### config.mk
export PLATFORM = sky130hd
export DESIGN_NAME = ysyx_22050535_wb_arbiter
export DESIGN_NICKNAME = d
export VERILOG_FILES = /design/src/rtl/ysyx_22050535_wb_arbiter_pkg.sv /design/src/rtl/ysyx_22050535_load_queue.sv /design/src/rtl/ysyx_22050535_wb_arbiter.sv
export SDC_FILE = /design/constraint.sdc
export NUM_CORES = 1
export LEC_CHECK = 0
export ABC_CLOCK_PERIOD_IN_PS = 3730
export BUFFER_PORTS_ARGS = -buffer_cell sky130_fd_sc_hd__buf_4
export CAP_MARGIN = 15
export CORE_MARGIN = 2
export CORE_UTILIZATION = 25
export DETAILED_ROUTE_END_ITERATION = 16
export GPL_ROUTABILITY_DRIVEN = 0
export HOLD_SLACK_MARGIN = 0.05
export SLEW_MARGIN = 40
export SYNTH_ARGS = -nofsm -noshare
export SYNTH_HDL_FRONTEND = slang
export SYNTH_HIERARCHICAL = 1
export SYNTH_SLANG_ARGS = --single-unit
### constraint.sdc
create_clock -name clk -period 3.73 [get_ports clk]
set_clock_uncertainty 0.2 [all_clocks]
set_input_delay 0.1865 -clock clk [delete_from_list [all_inputs] [get_ports clk]]
set_output_delay 0.1865 -clock clk [all_outputs]
set_load 0.02 [all_outputs]
### src/rtl/ysyx_22050535_wb_arbiter_pkg.sv
// Shared widths, RV load funct3 encodings and writeback source select for the WB arbiter.
// Combinational-free package; no latency or backpressure of its own.
package ysyx_22050535_wb_arbiter_pkg;

  localparam int DATA_WIDTH = 32;
  localparam int ADDR_WIDTH = 5;
  localparam int REG_NUM    = 1 << ADDR_WIDTH;
  localparam int LQ_DEPTH   = 4;

  localparam logic [2:0] F3_LB  = 3'b000;
  localparam logic [2:0] F3_LH  = 3'b001;
  localparam logic [2:0] F3_LW  = 3'b010;
  localparam logic [2:0] F3_LBU = 3'b100;
  localparam logic [2:0] F3_LHU = 3'b101;

  typedef enum logic [1:0] {
    SRC_NONE = 2'd0,
    SRC_LOAD = 2'd1,
    SRC_ALU  = 2'd2
  } wb_src_e;

endpackage

### src/rtl/ysyx_22050535_load_queue.sv
// In-order circular queue of {rd, funct3, offset} for outstanding loads; registered, zero-latency head.
// Push is dropped when full (caller gates on !o_full); pop is dropped when empty.
module ysyx_22050535_load_queue #(
  parameter int AW    = 5,
  parameter int DEPTH = 4
) (
  input  logic                      clk,
  input  logic                      rst_n,
  input  logic                      i_push,
  input  logic [AW-1:0]             i_push_rd,
  input  logic [2:0]                i_push_func,
  input  logic [1:0]                i_push_off,
  input  logic                      i_pop,
  output logic [AW-1:0]             o_head_rd,
  output logic [2:0]                o_head_func,
  output logic [1:0]                o_head_off,
  output logic                      o_full,
  output logic                      o_empty,
  output logic [DEPTH-1:0]          o_ent_vld,
  output logic [DEPTH-1:0][AW-1:0]  o_ent_rd
);

  localparam int PW = $clog2(DEPTH);

  logic [PW-1:0]            r_head;
  logic [PW-1:0]            r_tail;
  logic [PW:0]              r_count;
  logic [DEPTH-1:0]         r_vld;
  logic [DEPTH-1:0][AW-1:0] r_rd;
  logic [DEPTH-1:0][2:0]    r_func;
  logic [DEPTH-1:0][1:0]    r_off;

  logic w_push;
  logic w_pop;

  assign o_full  = (r_count == (PW+1)'(DEPTH));
  assign o_empty = (r_count == '0);
  assign w_push  = i_push && !o_full;
  assign w_pop   = i_pop && !o_empty;

  assign o_head_rd   = r_rd[r_head];
  assign o_head_func = r_func[r_head];
  assign o_head_off  = r_off[r_head];
  assign o_ent_vld   = r_vld;
  assign o_ent_rd    = r_rd;

  // Power-of-two depth lets the pointers wrap by plain overflow.
  always_ff @(posedge clk or negedge rst_n) begin
    if (!rst_n) begin
      r_head  <= '0;
      r_tail  <= '0;
      r_count <= '0;
      r_vld   <= '0;
      r_rd    <= '0;
      r_func  <= '0;
      r_off   <= '0;
    end else begin
      if (w_pop) begin
        r_vld[r_head] <= 1'b0;
        r_head        <= r_head + 1'b1;
      end
      if (w_push) begin
        r_vld[r_tail]  <= 1'b1;
        r_rd[r_tail]   <= i_push_rd;
        r_func[r_tail] <= i_push_func;
        r_off[r_tail]  <= i_push_off;
        r_tail         <= r_tail + 1'b1;
      end
      case ({w_push, w_pop})
        2'b10:   r_count <= r_count + 1'b1;
        2'b01:   r_count <= r_count - 1'b1;
        default: r_count <= r_count;
      endcase
    end
  end

endmodule

### src/rtl/ysyx_22050535_wb_arbiter.sv
// Writeback arbiter: merges ALU results and in-order load responses onto the regfile write port, 1-cycle registered.
// Load responses always win and are never stalled; ALU is held off on a response or a WAW against a pending load.
module ysyx_22050535_wb_arbiter #(
  parameter int DATA_WIDTH = ysyx_22050535_wb_arbiter_pkg::DATA_WIDTH,
  parameter int ADDR_WIDTH = ysyx_22050535_wb_arbiter_pkg::ADDR_WIDTH,
  parameter int LQ_DEPTH   = ysyx_22050535_wb_arbiter_pkg::LQ_DEPTH
) (
  input  logic                  clk,
  input  logic                  rst_n,
  input  logic                  i_alu_valid,
  output logic                  o_alu_ready,
  input  logic [ADDR_WIDTH-1:0] i_alu_rd,
  input  logic [DATA_WIDTH-1:0] i_alu_data,
  input  logic                  i_ld_issue_valid,
  output logic                  o_ld_issue_ready,
  input  logic [ADDR_WIDTH-1:0] i_ld_issue_rd,
  input  logic [2:0]            i_ld_issue_func,
  input  logic [1:0]            i_ld_issue_off,
  input  logic                  i_ld_rsp_valid,
  input  logic [DATA_WIDTH-1:0] i_ld_rsp_data,
  input  logic [ADDR_WIDTH-1:0] i_chk_rs1,
  input  logic [ADDR_WIDTH-1:0] i_chk_rs2,
  output logic                  o_hazard_rs1,
  output logic                  o_hazard_rs2,
  output logic                  o_wen,
  output logic [ADDR_WIDTH-1:0] o_waddr,
  output logic [DATA_WIDTH-1:0] o_wdata,
  output logic                  o_err_rsp
);

  import ysyx_22050535_wb_arbiter_pkg::*;

  logic [ADDR_WIDTH-1:0]               w_head_rd;
  logic [2:0]                          w_head_func;
  logic [1:0]                          w_head_off;
  logic                                w_lq_full;
  logic                                w_lq_empty;
  logic [LQ_DEPTH-1:0]                 w_ent_vld;
  logic [LQ_DEPTH-1:0][ADDR_WIDTH-1:0] w_ent_rd;

  logic                  w_push;
  logic                  w_pop;
  logic                  w_alu_hit;
  logic                  w_hit_rs1;
  logic                  w_hit_rs2;
  logic [7:0]            w_byte;
  logic [15:0]           w_half;
  logic [DATA_WIDTH-1:0] w_ld_result;
  wb_src_e               w_src;

  logic                  r_wen;
  logic [ADDR_WIDTH-1:0] r_waddr;
  logic [DATA_WIDTH-1:0] r_wdata;
  logic                  r_err;

  assign o_ld_issue_ready = !w_lq_full;
  assign w_push           = i_ld_issue_valid && o_ld_issue_ready;
  assign w_pop            = i_ld_rsp_valid && !w_lq_empty;

  ysyx_22050535_load_queue #(
    .AW    (ADDR_WIDTH),
    .DEPTH (LQ_DEPTH)
  ) u_load_queue (
    .clk         (clk),
    .rst_n       (rst_n),
    .i_push      (w_push),
    .i_push_rd   (i_ld_issue_rd),
    .i_push_func (i_ld_issue_func),
    .i_push_off  (i_ld_issue_off),
    .i_pop       (w_pop),
    .o_head_rd   (w_head_rd),
    .o_head_func (w_head_func),
    .o_head_off  (w_head_off),
    .o_full      (w_lq_full),
    .o_empty     (w_lq_empty),
    .o_ent_vld   (w_ent_vld),
    .o_ent_rd    (w_ent_rd)
  );

  always_comb begin
    w_alu_hit = 1'b0;
    w_hit_rs1 = 1'b0;
    w_hit_rs2 = 1'b0;
    for (int i = 0; i < LQ_DEPTH; i++) begin
      if (w_ent_vld[i] && (w_ent_rd[i] == i_alu_rd))  w_alu_hit = 1'b1;
      if (w_ent_vld[i] && (w_ent_rd[i] == i_chk_rs1)) w_hit_rs1 = 1'b1;
      if (w_ent_vld[i] && (w_ent_rd[i] == i_chk_rs2)) w_hit_rs2 = 1'b1;
    end
  end

  // An ALU write to a register with an older load still in flight must wait, or the load would overwrite it.
  assign o_alu_ready = !i_ld_rsp_valid && !((i_alu_rd != '0) && w_alu_hit);

  assign o_hazard_rs1 = (i_chk_rs1 != '0) && (w_hit_rs1 || (r_wen && (r_waddr == i_chk_rs1)));
  assign o_hazard_rs2 = (i_chk_rs2 != '0) && (w_hit_rs2 || (r_wen && (r_waddr == i_chk_rs2)));

  assign w_byte = i_ld_rsp_data[{w_head_off, 3'b000} +: 8];
  assign w_half = i_ld_rsp_data[{w_head_off[1], 4'b0000} +: 16];

  always_comb begin
    w_ld_result = i_ld_rsp_data;
    case (w_head_func)
      F3_LB:   w_ld_result = {{(DATA_WIDTH-8){w_byte[7]}}, w_byte};
      F3_LBU:  w_ld_result = {{(DATA_WIDTH-8){1'b0}}, w_byte};
      F3_LH:   w_ld_result = {{(DATA_WIDTH-16){w_half[15]}}, w_half};
      F3_LHU:  w_ld_result = {{(DATA_WIDTH-16){1'b0}}, w_half};
      F3_LW:   w_ld_result = i_ld_rsp_data;
      default: w_ld_result = i_ld_rsp_data;
    endcase
  end

  always_comb begin
    w_src = SRC_NONE;
    if (w_pop) begin
      w_src = SRC_LOAD;
    end else if (i_alu_valid && o_alu_ready) begin
      w_src = SRC_ALU;
    end
  end

  always_ff @(posedge clk or negedge rst_n) begin
    if (!rst_n) begin
      r_wen   <= 1'b0;
      r_waddr <= '0;
      r_wdata <= '0;
      r_err   <= 1'b0;
    end else begin
      case (w_src)
        SRC_LOAD: begin
          r_wen   <= (w_head_rd != '0);
          r_waddr <= w_head_rd;
          r_wdata <= w_ld_result;
        end
        SRC_ALU: begin
          r_wen   <= (i_alu_rd != '0);
          r_waddr <= i_alu_rd;
          r_wdata <= i_alu_data;
        end
        default: r_wen <= 1'b0;
      endcase
      if (i_ld_rsp_valid && w_lq_empty) begin
        r_err <= 1'b1;
      end
    end
  end

  assign o_wen     = r_wen;
  assign o_waddr   = r_waddr;
  assign o_wdata   = r_wdata;
  assign o_err_rsp = r_err;

endmodule

==> results of run 1 <==
layout by cell type (no fill, tap or decap), drive strengths merged, types with 5 or more instances in the layout:
master / netlist / final
xnor2: 17 / 17
clkbuf: 22 / 11
dfrtp: 90 / 90
inv: 26 / 28
a221oi: 9 / 9
a21oi: 22 / 22
xor2: 58 / 58
o32ai: 5 / 5
mux4: 11 / 11
a31oi: 5 / 5
and3: 6 / 6
a21o: 5 / 5
a211o: 6 / 6
dlygate4sd3: 0 / 60
or4: 5 / 5
nand2b: 5 / 5
buf: 20 / 149
mux2: 65 / 65
mux2i: 15 / 15
o21ai: 25 / 25
nand3: 42 / 42
ha: 9 / 9
nor2: 16 / 16
nand2: 45 / 45
nor4: 15 / 15
registers in the layout, summed over array words and instances (netlist names):
signal and flops:
u_load_queue/r_off 8, o_wen 1, u_load_queue/o_ent_rd 20, u_load_queue/r_tail 2, o_wdata 32, u_load_queue/r_func 12
o_waddr 5, u_load_queue/o_ent_vld 4, o_err_rsp 1, u_load_queue/r_count 3, u_load_queue/r_head 2
cell families after synthesis:
logic type | synth area share, %
flip-flops | 38.6
multiplexers | 20.8
AO/OA/AOI/OAI | 9.22
AND/OR/NAND/NOR | 12.3
buffers and inverters | 5.57
adder cells (fa/ha/maj) | 2.27
XOR/XNOR | 11.3
area by class of cell:
type,instances,area (µm²),share of cell area [%]
well taps,313,392,4.88
repair buffers,209,1720,21.5
clock inverters,4,36.3,0.452
multi-input cells,401,3280,40.8
clock buffers,11,243,3.03
flip-flops and latches,90,2250,28.1
diodes,1,2.50,0.0312
inverters,26,97.6,1.22
worst paths after layout:
kind	startpoint	end	slack (ns)	cells past startpoint
setup / recovery	u_load_queue/r_head[0]	o_wdata[17]	0.38	7
hold / removal	i_ld_rsp_data[25]	o_wdata[25]	0.05	4
setup reg to reg	u_load_queue/r_head[0]	o_wdata[17]	0.38	7
hold reg to reg	o_err_rsp	o_err_rsp	0.27	1
max in group asynchronous	rst_n	u_load_queue/r_func[0]	2.47	3
min in group asynchronous	rst_n	u_load_queue/o_ent_rd[5]	0.15	2
per-stage QoR:
stage	setup slack [ns]	cells	hold WS, ns	power [mW]
after floorplan	0.727	559	-0.309	4.56
after global placement	0.802	979	0.0944	5.61
after global routing	0.192	1054	0.0873	7.18
after detailed placement	0.732	979	0.0990	5.68
after CTS	0.379	1054	0.0516	6.74
final	0.376	1055	0.0547	6.72
power groups by stage:
stage | registers (mW) | clock network [mW] | logic (mW)
detailed placement | 2.07 | 0 | 3.61
finish | 2.06 | 0.880 | 3.78
floorplan | 2.13 | 0 | 2.44
global placement | 2.07 | 0 | 3.54
CTS | 2.06 | 0.900 | 3.78
global route | 2.13 | 0.940 | 4.11
critical path, cell delays in order (launching register included):
cell	delay (ns)
dfrtp_1	0.53
mux4_2	0.75
mux2_2	0.34
o311ai_2	0.22
buf_4	0.27
nand3_1	0.10
mux2_4	0.26
dlygate4sd3_1	0.56
per-layer routing:
metal | routed length (µm) | up-vias | GRT usage [%]
met4 | 430 | 2 | 5.55
met3 | 832 | 32 | 2.91
li1 | - | 2331 | -
met1 | 7940 | 2375 | 19.0
met2 | 8590 | 136 | 23.1
met5 | 13 | - | 0
repair_timing:
item	4_1_cts	5_1_grt
endpoints found under the setup margin	0	0
hold endpoints to repair	133	0
hold buffers	60	0
==> metrics.txt, run 1 <==
Routed Antenna Nets=0; switching pwr=2.84 mW; Initial Util=25.6%; vias in the first global route=4895; top_reg_cell synth=dfrtp_1; outcome=completed; core area=0.0228 mm²; post-route clock period utilization=89.9%; Area after DPL=0.00714 mm²; Reg power frac=30.7%; Post-Layout Inst Area=0.00802 mm²; DRC viols=0; die height=157 µm; fillers=2300; Syn Nets=663; Worst Hold Class=in -> reg; Port Buf Inserts=136; clk root buf=clkbuf_16; Slew Limit Fails=0; Final min period=3.35 ns; share of layout cells above drive strength 1=33.3%; Critical Path AT=3.39 ns; Synth area leaders=dfrtp_1 39%, xor2_1 8.7%, mux2_2 8.3%; placed wire-length estimate=13300 µm; routed vias/inst=4.62; P_leak=3.69 nW; Async SR Flop Fraction=100%; Max Cap Viol=0; width of the die=157 µm; total track usage=14.4%; H-tree depth=3; CTS tree=yes; Peak Freq=298 MHz; site row count=55; fin util=35.2%; synth warn=6; Yosys top cell area share=38.6%; CP Launch Type=flip-flop; Yosys cell types=45; Overflow after GRT=0; DR pass1 iterations=4; final setup TNS=0 ns; CP Data Required Time=3.76 ns; drt first-iter violations=312; largest fanout on the critical path=20; critical path class=reg -> reg; buffer count from post-CTS setup fixing=0; maximum vdd drop=0.368 mV; Clock Latency Late Sink=0.35 ns; Ports=137; Clock Sinks=90; first-pass GRT wire length=27500 µm; die area=0.0246 mm²; Slew @ Worst Pin=0.748 ns; cts repair resizes=0; final hold violations=0; Crit. End Element=flip-flop; Clk pwr share=13.1%; DR vias=4876; Synth Cell Area=0.00584 mm²; setup violators final=0; number of synthesized flops with an enable pin=0; #FFs+latches synth=90; Syn-to-layout area delta=37.5%; RSZ-0062 raised after global routing=false; largest net degree at the start of global routing=57; initial antenna violation count=2; Pwr Density=838 mW/mm²; CTS max path bufs=2; internal power=3.88 mW; Slew HR=50.1%; Logic pwr share=56.2%; Syn Inst Count=559; Total Wirelength=17800 µm; sw frac=42.2%; Clock transition at path regs=0.07 ns; total CTS buffers=9; top cells by count, synth=90 x dfrtp_1, 58 x xor2_1, 45 x nand2_1; post-synth top area cell=dfrtp_1; Final #Nets=841; sequential-to-total area share from yosys stat=38.6%; top-count cell post-synth=dfrtp_1; Avg Inst Size Synth=10.4 µm²; Wirelength per Cell=16.9 µm
(Power assumes the default switching activity.)
==> inputs of run 2 (changes only) <==
Settings changed: CAP_MARGIN 15 to not set, CORE_ASPECT_RATIO set to 0.7.
==> run 2 against run 1 <==
Hold slack better by 0.010 ns. Register-to-register slack worse by 0.03 ns. Critical path depth stayed put. Sequential share of layout area up 0.061 points. Clock-buffer cell count decreased by 2. Cell area is 0.22% lower. Worst setup slack worse by 0.030 ns. Sequential power up 3%. Non-clock buffer count down 2. First-iteration DRC count up 20%. Critical path type unchanged. Core utilization fell by 0.098 points. Maximum frequency shrank 0.88%.
==> metrics.txt, run 2 (same netlist as run 1, synthesis figures left out) <==
clk root buf=clkbuf_16; CTS tree=yes; setup violators final=0; share of layout cells above drive strength 1=33.4%; vias in the first global route=4844; critical path's largest stage delay=0.69 ns; FF-to-FF setup slack=0.35 ns; initial antenna violation count=2; maximum vdd drop=0.284 mV; Seq. cell area=0.00225 mm²; Slew @ Worst Pin=0.688 ns; met3 WL=1240 µm; switching pwr=2.93 mW; sw frac=43.2%; max reg flops=32; buffer count from post-CTS setup fixing=0; most common cell after layout, fill and taps aside=buf_4; H-tree depth=3; worst slack, placed=0.744 ns; final setup TNS=0 ns; Crit. End Element=flip-flop; uppermost layer routed=met4; Ports=137; DR pass1 iterations=5; Worst Hold Class=in -> reg; Clock transition at path regs=0.07 ns; placed wire-length estimate=14400 µm; Port Buf Inserts=136; WL met2=7740 µm; Max Cap Viol=0; hold path start=i_ld_rsp_data[21]; Overflow after GRT=0; Total Wirelength=18700 µm; Peak Freq=296 MHz; Clock Sinks=90; first-pass GRT wire length=29500 µm; largest fanout on the critical path=20; width of the die=187 µm; Wirelength per Cell=17.8 µm; RSZ-0062 raised after global routing=false; Logic pwr share=55.8%; CP max-delay cell=dfrtp_1; routed vias/inst=4.70; CP Launch Type=flip-flop; Final #Nets=839; total CTS buffers=9; final hold violations=0; Clock Latency Late Sink=0.36 ns; die area=0.0246 mm²; core area=0.0228 mm²; post-route setup slack=0.347 ns; Clk pwr share=12.9%; Routed Antenna Nets=0; P_leak=3.67 nW; area of the multi-input gates=0.00328 mm²; CP Data Required Time=3.76 ns; commonest cells after routing, fill and taps aside=147 x buf_4, 90 x dfrtp_1, 60 x dlygate4sd3_1; Initial Util=25.6%; Slew HR=54.1%; critical path class=reg -> reg; r2r startpoint=u_load_queue/r_head[1]; largest net degree at the start of global routing=48; Reg power frac=31.3%; DRC viols=0; outcome=completed; internal power=3.85 mW; Syn-to-layout area delta=37.2%; site row count=46; total track usage=15.4%; DR vias=4954; drt first-iter violations=374; Metal-1 WL=9600 µm; Final min period=3.38 ns; fillers=2333; die height=132 µm; Slew Limit Fails=0; worst path cell trace=mux4_2 > mux2_2 > o311ai_2 > buf_4 > nand3_1 > mux2_4 > dlygate4sd3_1; Pwr Density=846 mW/mm²; post-route clock period utilization=90.7%; CTS max path bufs=2; CP Launch Point=u_load_queue/r_head[1]; Critical Path AT=3.42 ns
## run 2: critical path, delay by kind of cell (launching register included)
| kind | cells | cell delay (ns) |
|---|---|---|
| buf+inv | 2 | 0.84 |
| mux | 3 | 1.20 |
| flops | 1 | 0.69 |
| simple gates | 1 | 0.11 |
| compound gates | 1 | 0.21 |
## run 2: layer usage
metal,track usage (%),vias up
met5,0,-
met2,21.5,178
met1,23.7,2428
met4,3.04,0
li1,-,2337
met3,3.67,11
## run 2: worst paths after layout
check                         endpoint  cells after the start
min in group asynchronous    o_err_rsp                      2
min reg2reg                  o_err_rsp                      1
max                        o_wdata[22]                      7
max in group asynchronous  o_wdata[28]                      3
min                        o_wdata[21]                      4
max reg2reg                o_wdata[22]                      7
## run 2: through the flow
step           power, mW  hold slack, ns  util [%]  instances  area (µm²)
2_1_floorplan       4.56          -0.309         -        559        5840
3_3_place_gp        5.67          0.0568      31.2        976        7120
3_5_place_dp        5.73          0.0557      31.2        976        7120
4_1_cts             6.79          0.0513      35.1       1052        8000
5_1_grt             7.26          0.0927      35.1       1054        8000
6_report            6.77          0.0648      35.1       1054        8000
## run 2: area by class of cell
cell class,count,area share [%]
Antenna cell,2,0.0625
Clock buffer,9,2.81
Clock inverter,7,0.672
Inverter,26,1.22
Multi-Input combinational cell,401,40.9
Sequential cell,90,28.1
Tap cell,312,4.88
Timing Repair Buffer,207,21.3
## run 2: timing repair
action                                 4_1_cts  5_1_grt
gates resized for setup                      0        0
hold buffers                                60        0
endpoints found under the hold margin      124        0
## run 2: power groups by stage
stage	Combinational, mW	Sequential, mW	Clock, mW
floorplan	2.44	2.13	0
global placement	3.56	2.11	0
detailed placement	3.61	2.12	0
CTS	3.78	2.10	0.908
global route	4.13	2.19	0.947
finish	3.78	2.12	0.875
==> inputs of run 3 (changes only) <==
Settings changed: SYNTH_HIERARCHICAL 1 to not set.
==> run 3 against run 2 <==
Critical path depth did not move. Sequential share of layout area rose by 0.83 points. Highest routed layer unchanged. Global-route usage fell by 0.13 points. Worst setup slack got worse by 0.067 ns.
==> metrics.txt, run 3 <==
outcome=completed; Slew @ Worst Pin=0.801 ns; top_reg_cell synth=dfrtp_1; Synth area leaders=dfrtp_1 40%, mux2_2 13%, xor2_1 9.0%; commonest cells after routing, fill and taps aside=145 x buf_4, 90 x dfrtp_1, 66 x mux2_2; final hold violations=0; drt first-iter violations=292; Syn-to-layout area delta=37.9%; Total Wirelength=18100 µm; largest net degree at the start of global routing=39; Async SR Flop Fraction=100%; Pwr Density=839 mW/mm²; site row count=45; total track usage=15.3%; Initial Util=25.7%; Final min period=3.45 ns; Clock transition at path regs=0.07 ns; critical path class=reg -> reg; largest fanout on the critical path=16; post-route setup slack=0.279 ns; CTS max path bufs=2; H-tree depth=3; top cells by count, synth=90 x dfrtp_1, 66 x mux2_2, 63 x nand2_1; Port Buf Inserts=136; CP max-delay cell=o211ai_2; Avg Inst Size Synth=10.4 µm²; worst path cell trace=mux4_2 > o21ba_2 > nand2_1 > o211ai_2 > nand3_1 > mux2_2 > dlygate4sd3_1; Yosys cell types=45; cts repair resizes=0; core area=0.0219 mm²; Worst Hold Class=in -> reg; Clock Latency Late Sink=0.34 ns; Synth Cell Area=0.00564 mm²; share of layout cells above drive strength 1=34.4%; clk root buf=clkbuf_16; Peak Freq=290 MHz; post-route clock period utilization=92.5%; final setup TNS=0 ns; Routed Antenna Nets=0; Yosys top cell area share=39.9%; width of the die=184 µm; critical path's largest stage delay=0.64 ns; Syn Inst Count=540; placed wire-length estimate=13600 µm; Final #Nets=816; post-synth top area cell=dfrtp_1; Max Cap Viol=0; number of synthesized flops with an enable pin=0; setup violators final=0; initial antenna violation count=3; Slew HR=46.4%; Ports=137; worst slack, placed=0.882 ns; Syn Nets=644; top-count cell post-synth=dfrtp_1; FF-to-FF setup slack=0.28 ns; Critical Path AT=3.47 ns; Clock Sinks=90; kind of cell adding the most delay to the critical path=multiplexers; RSZ-0062 raised after global routing=false; die height=130 µm; routed vias/inst=4.81; first-pass GRT wire length=27900 µm; DR vias=4819; DR pass1 iterations=5; most common cell after layout, fill and taps aside=buf_4; CTS tree=yes; max reg flops=32; die area=0.0238 mm²; Wirelength per Cell=18.1 µm; Worst Path Buf+Inv=1; #FFs+latches synth=90; total CTS buffers=9; CP Data Required Time=3.75 ns; DRC viols=0; CP Launch Type=flip-flop; Overflow after GRT=0; vias in the first global route=4732; synth warn=0; Crit. End Element=flip-flop; P_leak=3.51 nW; sequential-to-total area share from yosys stat=39.9%; maximum vdd drop=0.322 mV; Slew Limit Fails=0
run 3: cell count changes in the layout (fill, tap and decap cells not counted), sizes merged, moves of 9 or more:
| cell | before | now |
|---|---|---|
| o221ai | 1 | 13 |
| a21oi | 22 | 11 |
| nand2 | 45 | 63 |
| inv | 28 | 14 |
| o21ai | 25 | 16 |
| a221oi | 9 | 0 |
run 3: cell families after synthesis:
group	count (synthesis)	share of synthesized area (%)
fa+ha+maj	10	2.35
simple gates	154	13.2
xor+xnor	75	11.6
flops	90	39.9
mux	86	19.1
compound gates	72	9.47
buf+inv	53	4.22
run 3: timing repair:
item | 4_1_cts | 5_1_grt
hold buffers | 58 | 0
endpoints found under the hold margin | 107 | 0
setup buffers | 0 | 0
run 3: worst reg2reg max path: cells and delay by family (launching register included):
| kind | cells | cell delay (ns) |
|---|---|---|
| flops | 1 | 0.52 |
| simple gates | 2 | 0.21 |
| compound gates | 2 | 0.91 |
| buf+inv | 1 | 0.56 |
| mux | 2 | 0.93 |
run 3: stage by stage:
step                      area, µm²  hold slack [ns]  util (%)  instances  total power, mW
after global routing           7770           0.0738      35.5       1000             6.98
after floorplan                5640           -0.309         -        540             4.35
final                          7770           0.0709      35.5       1002             6.52
after CTS                      7770           0.0542      35.5        999             6.56
after global placement         6880          -0.0592      31.4        925             5.38
after detailed placement       6880          -0.0559      31.4        925             5.45
run 3: final timing paths:
kind / depth (start not counted) / from / end
max: 7 / u_load_queue.r_head[0] / o_wdata[18]
min in group asynchronous: 2 / rst_n / o_waddr[0]
min reg2reg: 1 / o_err_rsp / o_err_rsp
max reg2reg: 7 / u_load_queue.r_head[0] / o_wdata[18]
max in group asynchronous: 3 / rst_n / o_wdata[30]
min: 4 / i_ld_rsp_data[19] / o_wdata[19]
run 3: metal layers:
layer	GRT usage, %	wire [µm]	up-vias
met4	2.92	110	0
met3	3.88	1090	9
met2	22.6	7910	153
li1	-	-	2272
met1	22.5	9020	2385
met5	0	0	-
run 3: report_power, final:
group          switching, mW  internal, mW
Sequential             0.594          1.48
Combinational           1.76          1.75
Clock                  0.403         0.528
run 3: final cells by class:
cell class              count  area [µm²]
multi-input cells         397        3150
clock inverters             6        72.6
inverters                  11        41.3
clock buffers              10         229
fillers                  2217       14100
diodes                      3        7.51
repair buffers            203        1670
flip-flops and latches     90        2250
well taps                 282         353
